## src/rtl/step_sequencer.sv

```systemverilog
// ============================================================================
// step_sequencer -- debounced single-step / burst gate for CPU bus cycles.
// Optional breakpoint compare enabled by defining STEP_SEQUENCER_BREAK_EN.
// Revision: 1.0 -- initial release
// ============================================================================
`default_nettype none

module step_sequencer #(
    parameter int DEBOUNCE_CYCLES = 1024,
    parameter int COUNT_WIDTH     = 8,
    parameter int ADDR_WIDTH      = 24
) (
    input  logic                   CPUCLK_IN,
    input  logic                   RESET_IN,
    input  logic [1:0]             MODE_IN,
    input  logic                   STEP_IN,
    input  logic [COUNT_WIDTH-1:0] STEP_COUNT_IN,
    input  logic                   ENABLE_IN,
`ifdef STEP_SEQUENCER_BREAK_EN
    input  logic [ADDR_WIDTH-1:0]  ADDR_IN,
    input  logic [ADDR_WIDTH-1:0]  BREAK_ADDR_IN,
    input  logic                   BREAK_VALID_IN,
    output logic                   BREAK_HIT,
`endif
    output logic                   ENABLE_EXECUTE,
    output logic                   STEP_BUSY,
    output logic                   STEP_DONE,
    output logic [COUNT_WIDTH-1:0] REMAIN_OUT
);

    localparam int DCW = (DEBOUNCE_CYCLES > 1) ? $clog2(DEBOUNCE_CYCLES) : 1;
    localparam logic [DCW-1:0] DB_LAST = DCW'(DEBOUNCE_CYCLES - 1);

    localparam logic [1:0] MODE_RUN    = 2'b00;
    localparam logic [1:0] MODE_SINGLE = 2'b01;
    localparam logic [1:0] MODE_BURST  = 2'b10;

    typedef enum logic [1:0] {
        IDLE     = 2'd0,
        GRANT    = 2'd1,
        WAIT_REL = 2'd2
    } state_t;

    state_t                 state, state_n;
    logic [COUNT_WIDTH-1:0] remain, remain_n;
    logic                   done, done_n;
    logic                   exec, exec_n;
    logic                   en_d;
    logic                   fstep, fstep_d;
    logic [DCW-1:0]         db_cnt;

    logic                   cycle_end, fstep_rise, run_mode, step_mode, gate_open;
    logic [COUNT_WIDTH-1:0] burst_load;
    logic                   brk_block;

    assign cycle_end  = en_d & ~ENABLE_IN;
    assign fstep_rise = fstep & ~fstep_d;
    assign run_mode   = (MODE_IN == MODE_RUN);
    assign step_mode  = (MODE_IN == MODE_SINGLE) || (MODE_IN == MODE_BURST);
    assign gate_open  = run_mode || ((state == GRANT) && step_mode);
    assign burst_load = (STEP_COUNT_IN == '0) ? COUNT_WIDTH'(1) : STEP_COUNT_IN;

    // Debouncer: the filtered level flips only after an unbroken run of
    // disagreeing samples; any agreeing sample restarts the run.
    always_ff @(posedge CPUCLK_IN) begin
        if (RESET_IN) begin
            en_d    <= 1'b0;
            fstep   <= 1'b0;
            fstep_d <= 1'b0;
            db_cnt  <= '0;
        end else begin
            en_d    <= ENABLE_IN;
            fstep_d <= fstep;
            if (STEP_IN != fstep) begin
                if (db_cnt == DB_LAST) begin
                    fstep  <= ~fstep;
                    db_cnt <= '0;
                end else begin
                    db_cnt <= db_cnt + 1'b1;
                end
            end else begin
                db_cnt <= '0;
            end
        end
    end

`ifdef STEP_SEQUENCER_BREAK_EN
    logic brk_hit, brk_hit_n;
    logic brk_skip, brk_skip_n;
    logic brk_now;
    logic en_rise;

    assign en_rise   = ENABLE_IN & ~en_d;
    assign brk_now   = run_mode & en_rise & BREAK_VALID_IN & ~brk_skip &
                       (ADDR_IN == BREAK_ADDR_IN);
    assign brk_block = brk_now | brk_hit;

    // After a step releases the breakpoint, the next access is let through
    // uncompared so the stalled cycle at the break address can complete.
    always_comb begin
        brk_hit_n  = brk_hit;
        brk_skip_n = brk_skip;
        if (!run_mode) begin
            brk_hit_n  = 1'b0;
            brk_skip_n = 1'b0;
        end else if (brk_hit && fstep_rise) begin
            brk_hit_n  = 1'b0;
            brk_skip_n = 1'b1;
        end else begin
            if (brk_now) brk_hit_n = 1'b1;
            if (en_rise) brk_skip_n = 1'b0;
        end
    end

    always_ff @(posedge CPUCLK_IN) begin
        if (RESET_IN) begin
            brk_hit  <= 1'b0;
            brk_skip <= 1'b0;
        end else begin
            brk_hit  <= brk_hit_n;
            brk_skip <= brk_skip_n;
        end
    end

    assign BREAK_HIT = brk_hit;
`else
    assign brk_block = 1'b0;
`endif

    always_comb begin
        state_n  = state;
        remain_n = remain;
        done_n   = 1'b0;
        case (state)
            IDLE: begin
                if (step_mode && fstep_rise) begin
                    state_n  = GRANT;
                    remain_n = (MODE_IN == MODE_SINGLE) ? COUNT_WIDTH'(1) : burst_load;
                end
            end
            GRANT: begin
                if (step_mode && cycle_end) begin
                    if (remain <= COUNT_WIDTH'(1)) begin
                        remain_n = '0;
                        done_n   = 1'b1;
                        state_n  = WAIT_REL;
                    end else begin
                        remain_n = remain - 1'b1;
                    end
                end
            end
            WAIT_REL: begin
                if (!fstep) state_n = IDLE;
            end
            default: state_n = IDLE;
        endcase
        if (run_mode) begin
            state_n  = IDLE;
            remain_n = '0;
            done_n   = 1'b0;
        end
        // A closed gate still lets an in-flight cycle finish rather than cut it.
        exec_n = (gate_open ? ENABLE_IN : (exec & ENABLE_IN)) & ~brk_block;
    end

    always_ff @(posedge CPUCLK_IN) begin
        if (RESET_IN) begin
            state  <= IDLE;
            remain <= '0;
            done   <= 1'b0;
            exec   <= 1'b0;
        end else begin
            state  <= state_n;
            remain <= remain_n;
            done   <= done_n;
            exec   <= exec_n;
        end
    end

    assign ENABLE_EXECUTE = exec;
    assign STEP_BUSY      = (state == GRANT);
    assign STEP_DONE      = done;
    assign REMAIN_OUT     = remain;

endmodule

`default_nettype wire

```

## config.mk

```make
export PLATFORM = sky130hd
export DESIGN_NAME = step_sequencer
export DESIGN_NICKNAME = d
export VERILOG_FILES = /design/src/rtl/step_sequencer.sv
export SDC_FILE = /design/constraint.sdc
export NUM_CORES = 1
export LEC_CHECK = 0
export BUFFER_PORTS_ARGS = -buffer_cell sky130_fd_sc_hd__buf_2
export CAP_MARGIN = 20
export CELL_PAD_IN_SITES_DETAIL_PLACEMENT = 2
export CELL_PAD_IN_SITES_GLOBAL_PLACEMENT = 2
export CORE_MARGIN = 1
export CORE_UTILIZATION = 30
export CTS_BUF_LIST = sky130_fd_sc_hd__clkbuf_8
export DETAILED_ROUTE_END_ITERATION = 12
export GPL_TIMING_DRIVEN = 0
export PLACE_DENSITY = 0.79
export SLEW_MARGIN = 20
export SYNTH_ARGS = -nofsm -noshare
export SYNTH_HDL_FRONTEND = slang
export SYNTH_SLANG_ARGS = --single-unit
```

## constraint.sdc

```tcl
create_clock -name CPUCLK_IN -period 3.4 [get_ports CPUCLK_IN]
set_clock_uncertainty 0.15 [all_clocks]
set_input_delay 1.02 -clock CPUCLK_IN [delete_from_list [all_inputs] [get_ports CPUCLK_IN]]
set_output_delay 1.02 -clock CPUCLK_IN [all_outputs]
set_load 0.01 [all_outputs]
```

==> results of run 1 <==
[cell usage in the layout (no fill, tap or decap), types with 2 or more instances in the layout]
| cell | Yosys | layout |
|---|---|---|
| nand3b_1 | 4 | 4 |
| xor2_1 | 5 | 5 |
| or2_2 | 3 | 3 |
| nand2b_1 | 5 | 5 |
| a31oi_1 | 5 | 5 |
| nor3_1 | 2 | 2 |
| nor4_1 | 4 | 4 |
| nor2_1 | 21 | 21 |
| and3_1 | 2 | 2 |
| nor2b_1 | 3 | 3 |
| a221oi_2 | 2 | 2 |
| dfxtp_1 | 25 | 25 |
| xnor2_1 | 4 | 4 |
| clkbuf_8 | 0 | 3 |
| a21oi_1 | 10 | 10 |
| nand2_1 | 12 | 12 |
| buf_2 | 1 | 25 |
| a32oi_1 | 2 | 2 |
| ha_1 | 5 | 5 |
| a211oi_1 | 2 | 2 |
| o21ai_0 | 2 | 2 |
| nand3_1 | 4 | 4 |
| o22ai_1 | 4 | 4 |
| inv_1 | 8 | 8 |
| nand4_1 | 2 | 2 |
[kinds of logic (layout without fill, tap and decap cells)]
kind of cell | Yosys count | count (layout) | synth area share (%)
and+or+nand+nor | 70 | 70 | 27.99
AOI/OAI and AO/OA | 35 | 35 | 20.30
DFF | 25 | 25 | 37.07
buffers and inverters | 12 | 40 | 3.428
xor gates and xnor gates | 9 | 9 | 5.838
adders and majority gates | 5 | 5 | 4.634
muxes | 1 | 1 | 0.7415
[worst register-to-register path: cells and delay by family (launching register included)]
kind            cells  cell delay (ns)
compound gates      3             0.84
flops               1             0.42
simple gates        1             0.40
fa+ha+maj           1             0.30
buf+inv             1             0.09
[registers in the layout, indices dropped and copies added, names as in the netlist]
| register | count |
|---|---|
| db_cnt | 10 |
| REMAIN_OUT | 8 |
| state | 2 |
| ENABLE_EXECUTE | 1 |
| STEP_DONE | 1 |
| en_d | 1 |
| fstep | 1 |
| fstep_d | 1 |
[stage by stage]
step / worst slack, ns / instances / hold WS, ns / power (uW) / utilization, %
global route: 0.5277 / 237 / 0.3458 / 544.6 / 36.38
global placement: 0.8922 / 233 / 0.2802 / 337.2 / 35.26
floorplan: 1.109 / 157 / 0.2675 / 321.8 / -
detailed placement: 0.8027 / 233 / 0.2897 / 339.9 / 35.26
finish: 0.5921 / 237 / 0.3054 / 524.6 / 36.38
CTS: 0.5890 / 237 / 0.3132 / 530.7 / 36.38
[layout make-up]
class / count / area share [%]
multi-input combinational: 120 / 50.71
sequential: 25 / 31.60
timing repair buffer: 24 / 7.583
tap: 52 / 4.107
clock buffer: 3 / 2.607
inverter: 9 / 2.133
buffer: 3 / 0.7899
clock inverter: 1 / 0.4739
[power by group]
part	internal [uW]	switching (uW)	leakage, uW
registers	295	1.34	0.000202
logic	14.7	22.0	0.000410
clock network	83.4	108	0.0000217
total	393	132	0.000634
[layer usage]
metal | part of all wire [%] | up-vias | track usage (%)
li1 | - | 628 | -
met3 | 2.6 | 4 | 3.216
met1 | 45 | 670 | 23.71
met4 | 0.73 | 0 | 5.215
met2 | 52 | 23 | 34.95
met5 | 0 | - | 0
[path summary, 6_finish.rpt]
kind / from / slack (ns) / to / cells past startpoint
worst min-delay path: db_cnt[0] / 0.31 / db_cnt[0] / 1
worst min register to register: db_cnt[0] / 0.31 / db_cnt[0] / 1
worst max-delay path: state[1] / 0.59 / STEP_BUSY / 4
worst max register to register: REMAIN_OUT[0] / 1.09 / REMAIN_OUT[2] / 6
==> results.sh, run 1 <==
export IMPL_filler_cell_count=508
export IMPL_fp_dieW_um=69.09
export IMPL_cts_tree="yes"
export IMPL_synth_edff_count=0
export IMPL_htreeDepth=1
export IMPL_grt_pass1_vias=1451
export IMPL_synth_common_cells="25 x dfxtp_1, 21 x nor2_1, 12 x nand2_1, 10 x a21oi_1, 8 x inv_1"
export IMPL_post_cts_buffers=0
export IMPL_synth_top_cells_by_area="dfxtp_1 37%, nor2_1 5.8%, ha_1 4.6%"
export IMPL_pin_count_of_the_biggest_net_entering_global_routing=16
export IMPL_max_cap_viol_count=0
export IMPL_net_count_after_synthesis=176
export IMPL_slew_violations=0
export IMPL_syn_instance_count=157
export IMPL_cp_num_buf_inv=3
export IMPL_timing_slew_headroom_pct=61.39
export IMPL_setup_violations=0
export IMPL_path_max_fanout=9
export IMPL_die_height_um=69.09
export IMPL_ys_ff_latch=25
export IMPL_timing_final_crit_period_ns=2.808
export IMPL_grtUsageTotal_pct=19.43
export IMPL_post_dp_cell_area_um2=1535
export IMPL_post_dp_hpwl_um=3503
export IMPL_yosys_warnings=0
export IMPL_route_antenna_remaining_nets=0
export IMPL_setup_tns_ns=0
export IMPL_crit_path_start_kind="flop"
export IMPL_viasPerCell=5.591
export IMPL_worst_pin_slew_ns=0.5770
export IMPL_total_leakage_power_uw=0.0006339
export IMPL_first_pass_grt_wire_length_um=7383
export IMPL_crit_chain="nand2b_1, buf_2, clkinv_1, buf_2"
export IMPL_synthArstFlopShare_pct=0
export IMPL_route_detailed_wl_per_inst_um=18.56
export IMPL_maxClockFrequency_ghz=0.3561
export IMPL_worstPathArrival_ns=1.64
export IMPL_synth_seq_area_share_pct=37.07
export IMPL_route_vias_total=1325
export IMPL_post_route_drc_count=0
export IMPL_finalNetCount=205
export IMPL_path_clk_slew_ns=0.09
export IMPL_setup_worst_path_end_class="output pin"
export IMPL_cpPeakStageDelay_ns=0.39
export IMPL_firstDrtPassIters=4
export IMPL_buffer_ports_inserted=24
export IMPL_total_cts_buffers=3
export IMPL_path_class="flop to output pin"
export IMPL_critical_path_slowest_cell="dfxtp_1"
export IMPL_post_cts_resize_count=0
export IMPL_std_cell_rows=24
export IMPL_ctsLongestPathBuffers=2
export IMPL_postSynthAreaPerCell_um2=8.599
export IMPL_synth_lib_cells_used_distinct=44
export IMPL_num_io_pins=25
export IMPL_power_density_nw_per_um2=331.2
export IMPL_area_delta_synth_final_pct=17.33
export IMPL_run_status="completed"
export IMPL_antenna_found_initial=0
export IMPL_diodes_inserted=0
export IMPL_synth_most_common_cell="dfxtp_1"
export IMPL_synth_top_area_cell="dfxtp_1"
export IMPL_syn_area_um2=1350
export IMPL_finalCritPeriodShare_pct=82.58
export IMPL_ys_dominant_reg_cell="dfxtp_1"
export IMPL_vdd_drop_max_uv=204.2
export IMPL_drive_above_1_share_pct=22.16
export IMPL_clockRootBuffer="clkbuf_8"
export IMPL_synth_top_area_share_pct=37.07
export IMPL_design_die_area_um2=4773
export IMPL_clock_insertion_delay_at_the_later_pin_of_the_skew_report_ns=0.28
export IMPL_worstHoldPathType="flop to flop"
export IMPL_worst_path_dominant_cell_family="buffers and inverters"
export IMPL_ctsHoldBuffers=0
export IMPL_globalRouteOverflowTotal=0
export IMPL_timing_critical_path_mode_cell="buf_2"
export IMPL_drt_first_iter_violations=28
export IMPL_multiInputGateArea_um2=803.3
export IMPL_placeableCoreArea_um2=4354
export IMPL_initial_core_util_pct=31.01
export IMPL_globalplace_congestion=0.7956
export IMPL_post_route_standard_cell_area_excluding_fillers_um2=1584
export IMPL_grt_setup_unrepaired="false"
export IMPL_number_of_clock_sinks=25
export IMPL_finalHoldViolations=0
export IMPL_worstPathRequired_ns=2.23
export IMPL_drt_wl_total_um=4398
export IMPL_regArea_um2=500.5
Power figures use the tool's default switching activity.
==> run 2, diff against run 1 <==
--- a/config.mk
+++ b/config.mk
@@ -14,7 +14,7 @@
 export CTS_BUF_LIST = sky130_fd_sc_hd__clkbuf_8
 export DETAILED_ROUTE_END_ITERATION = 12
 export GPL_TIMING_DRIVEN = 0
-export PLACE_DENSITY = 0.79
+export PLACE_DENSITY = 0.82
 export SLEW_MARGIN = 20
 export SYNTH_ARGS = -nofsm -noshare
 export SYNTH_HDL_FRONTEND = slang
==> constraint.sdc (replaced) <==
create_clock -name CPUCLK_IN -period 2.5 [get_ports CPUCLK_IN]
set_clock_uncertainty 0.15 [all_clocks]
set_input_delay 0.75 -clock CPUCLK_IN [delete_from_list [all_inputs] [get_ports CPUCLK_IN]]
set_output_delay 0.75 -clock CPUCLK_IN [all_outputs]
set_load 0.01 [all_outputs]
==> run 2 against run 1 <==
  * First-iteration DRC count grew 82%
  * Clock power up 33%
  * Flip-flop and latch count is the same
  * Count of clock-buffer cells in the layout unchanged
  * Final area hardly changed
  * Total power rose by 35%
  * Die area unchanged
  * Utilization is essentially flat
  * Cell count unchanged
  * Critical path depth unchanged
  * Combinational power is 32% higher
  * Critical endpoint unchanged
  * Highest routed layer unchanged
==> results.sh, run 2 (synthesized netlist as in run 1, its figures left out) <==
export IMPL_run_status="completed"
export IMPL_seq_power_share_pct=56.9
export IMPL_route_antenna_remaining_nets=0
export IMPL_grt_setup_unrepaired="false"
export IMPL_maxClockFrequency_ghz=0.4259
export IMPL_crit_reg2reg_capture="REMAIN_OUT[2]"
export IMPL_filler_cell_count=493
export IMPL_total_cts_buffers=3
export IMPL_finalHoldViolations=0
export IMPL_number_of_clock_sinks=25
export IMPL_cts_tree="yes"
export IMPL_firstDrtPassIters=4
export IMPL_largest_register_ffs=10
export IMPL_htreeDepth=1
export IMPL_pin_count_of_the_biggest_net_entering_global_routing=16
export IMPL_drt_wl_total_um=4079
export IMPL_initial_core_util_pct=31.01
export IMPL_power_frac_clock_pct=36.2
export IMPL_drive_above_1_share_pct=22.70
export IMPL_power_internal_uw=534.0
export IMPL_worstHoldPathType="flop to flop"
export IMPL_min_delay_path_depth=1
export IMPL_post_dp_hpwl_um=3162
export IMPL_swShare_pct=24.52
export IMPL_path_clk_slew_ns=0.10
export IMPL_buffer_ports_inserted=24
export IMPL_hold_path_startpoint="db_cnt[0]"
export IMPL_most_common_layout_cells="25 x dfxtp_1, 25 x buf_2, 21 x nor2_1"
export IMPL_clock_insertion_delay_at_the_later_pin_of_the_skew_report_ns=0.27
export IMPL_fp_dieW_um=69.09
export IMPL_path_max_fanout=9
export IMPL_antenna_found_initial=0
export IMPL_worstPathRequired_ns=1.60
export IMPL_timing_reg2reg_worst_path_depth=6
export IMPL_placeableCoreArea_um2=4354
export IMPL_finalCritPeriodShare_pct=93.91
export IMPL_r2r_slack_ns=0.17
export IMPL_non_filler_cells_final=237
export IMPL_crit_path_start_kind="flop"
export IMPL_total_leakage_power_uw=0.0006382
export IMPL_path_class="flop to output pin"
export IMPL_route_vias_total=1289
export IMPL_post_route_drc_count=0
export IMPL_cell_count_after_placement=233
export IMPL_worst_pin_slew_ns=0.5719
export IMPL_area_delta_synth_final_pct=17.42
export IMPL_finalNetCount=205
export IMPL_power_share_combinational_pct=6.9
export IMPL_power_density_nw_per_um2=446.3
export IMPL_design_die_area_um2=4773
export IMPL_grt_pass1_vias=1349
export IMPL_timing_slew_headroom_pct=61.70
export IMPL_max_cap_viol_count=0
export IMPL_setup_worst_path_end_class="output pin"
export IMPL_r2r_start="REMAIN_OUT[0]"
export IMPL_globalRouteOverflowTotal=0
export IMPL_setup_tns_ns=0
export IMPL_viasPerCell=5.439
export IMPL_num_io_pins=25
export IMPL_clockRootBuffer="clkbuf_8"
export IMPL_std_cell_rows=24
export IMPL_ctsLongestPathBuffers=2
export IMPL_route_detailed_wl_per_inst_um=17.21
export IMPL_worstHoldEndpoint="db_cnt[0]"
export IMPL_setup_violations=0
export IMPL_largest_register="db_cnt"
export IMPL_die_height_um=69.09
export IMPL_diodes_inserted=0
export IMPL_worstPathArrival_ns=1.45
export IMPL_grtUsageTotal_pct=17.43
export IMPL_slew_violations=0
export IMPL_vdd_drop_max_uv=319.4
export IMPL_first_pass_grt_wire_length_um=6817
export IMPL_timing_final_crit_period_ns=2.348
export IMPL_p_sw_uw=173.4
export IMPL_ctsHoldBuffers=0
export IMPL_globalplace_congestion=0.7776
export IMPL_hold_ws_ns=0.3068
export IMPL_drt_first_iter_violations=51
run 2: power by group through the flow:
stage	combinational [uW]	clock, uW	sequential (uW)
after detailed placement	48.7	0	412
final	48.5	256	403
after global routing	54.6	282	403
after floorplan	25.7	0	412
after global placement	46.4	0	412
after CTS	49.1	265	403
run 2: timing repair:
item,in CTS,in global routing
resized for setup,1,0
setup endpoints to repair,1,0
hold endpoints to repair,0,0
buffers inserted,0,0
run 2: per-layer routing:
metal | share of wire, % | vias up | global-route usage, %
met5 | 0 | - | 0
met4 | 1.2 | 0 | 4.308
met3 | 2.6 | 8 | 2.339
met2 | 48 | 22 | 29.56
met1 | 48 | 634 | 23.24
li1 | - | 625 | -
run 2: stage by stage:
| step | utilization, % | worst slack (ns) | area, um2 | total power (uW) |
|---|---|---|---|---|
| after floorplan | - | 0.4793 | 1350 | 437.7 |
| after detailed placement | 35.26 | 0.2446 | 1535 | 460.8 |
| after global placement | 35.26 | 0.2641 | 1535 | 458.2 |
| final | 36.41 | 0.1522 | 1585 | 707.5 |
| after CTS | 36.41 | 0.1509 | 1585 | 716.8 |
| after global routing | 36.41 | 0.07042 | 1585 | 739.8 |
run 2: worst max-delay path by stage:
stage	startpoint	to	slack [ns]	depth (start not counted)
6_report	state[1]	STEP_BUSY	0.15	4
5_1_grt	REMAIN_OUT[0]	REMAIN_OUT[2]	0.07	6
4_1_cts	state[1]	STEP_BUSY	0.15	4
3_5_place_dp	MODE_IN[1]	REMAIN_OUT[7]	0.24	7
3_3_place_gp	MODE_IN[0]	REMAIN_OUT[7]	0.26	6
2_1_floorplan	MODE_IN[1]	REMAIN_OUT[7]	0.48	6
run 2: final cells by class:
cell class | instances | area (um2) | share of cell area, %
multi-input combinational | 120 | 803.3 | 50.67
inverter | 9 | 35.03 | 2.210
buffer | 3 | 12.51 | 0.7893
timing repair buffer | 24 | 120.1 | 7.577
tap | 52 | 65.06 | 4.104
clock buffer | 3 | 41.29 | 2.605
sequential | 25 | 500.5 | 31.57
clock inverter | 1 | 7.507 | 0.4736
run 2: critical path, cell delays in order (launching register included):
cell	delay, ns
dfxtp_1	0.39
nand2b_1	0.12
buf_2	0.24
clkinv_2	0.22
buf_2	0.20
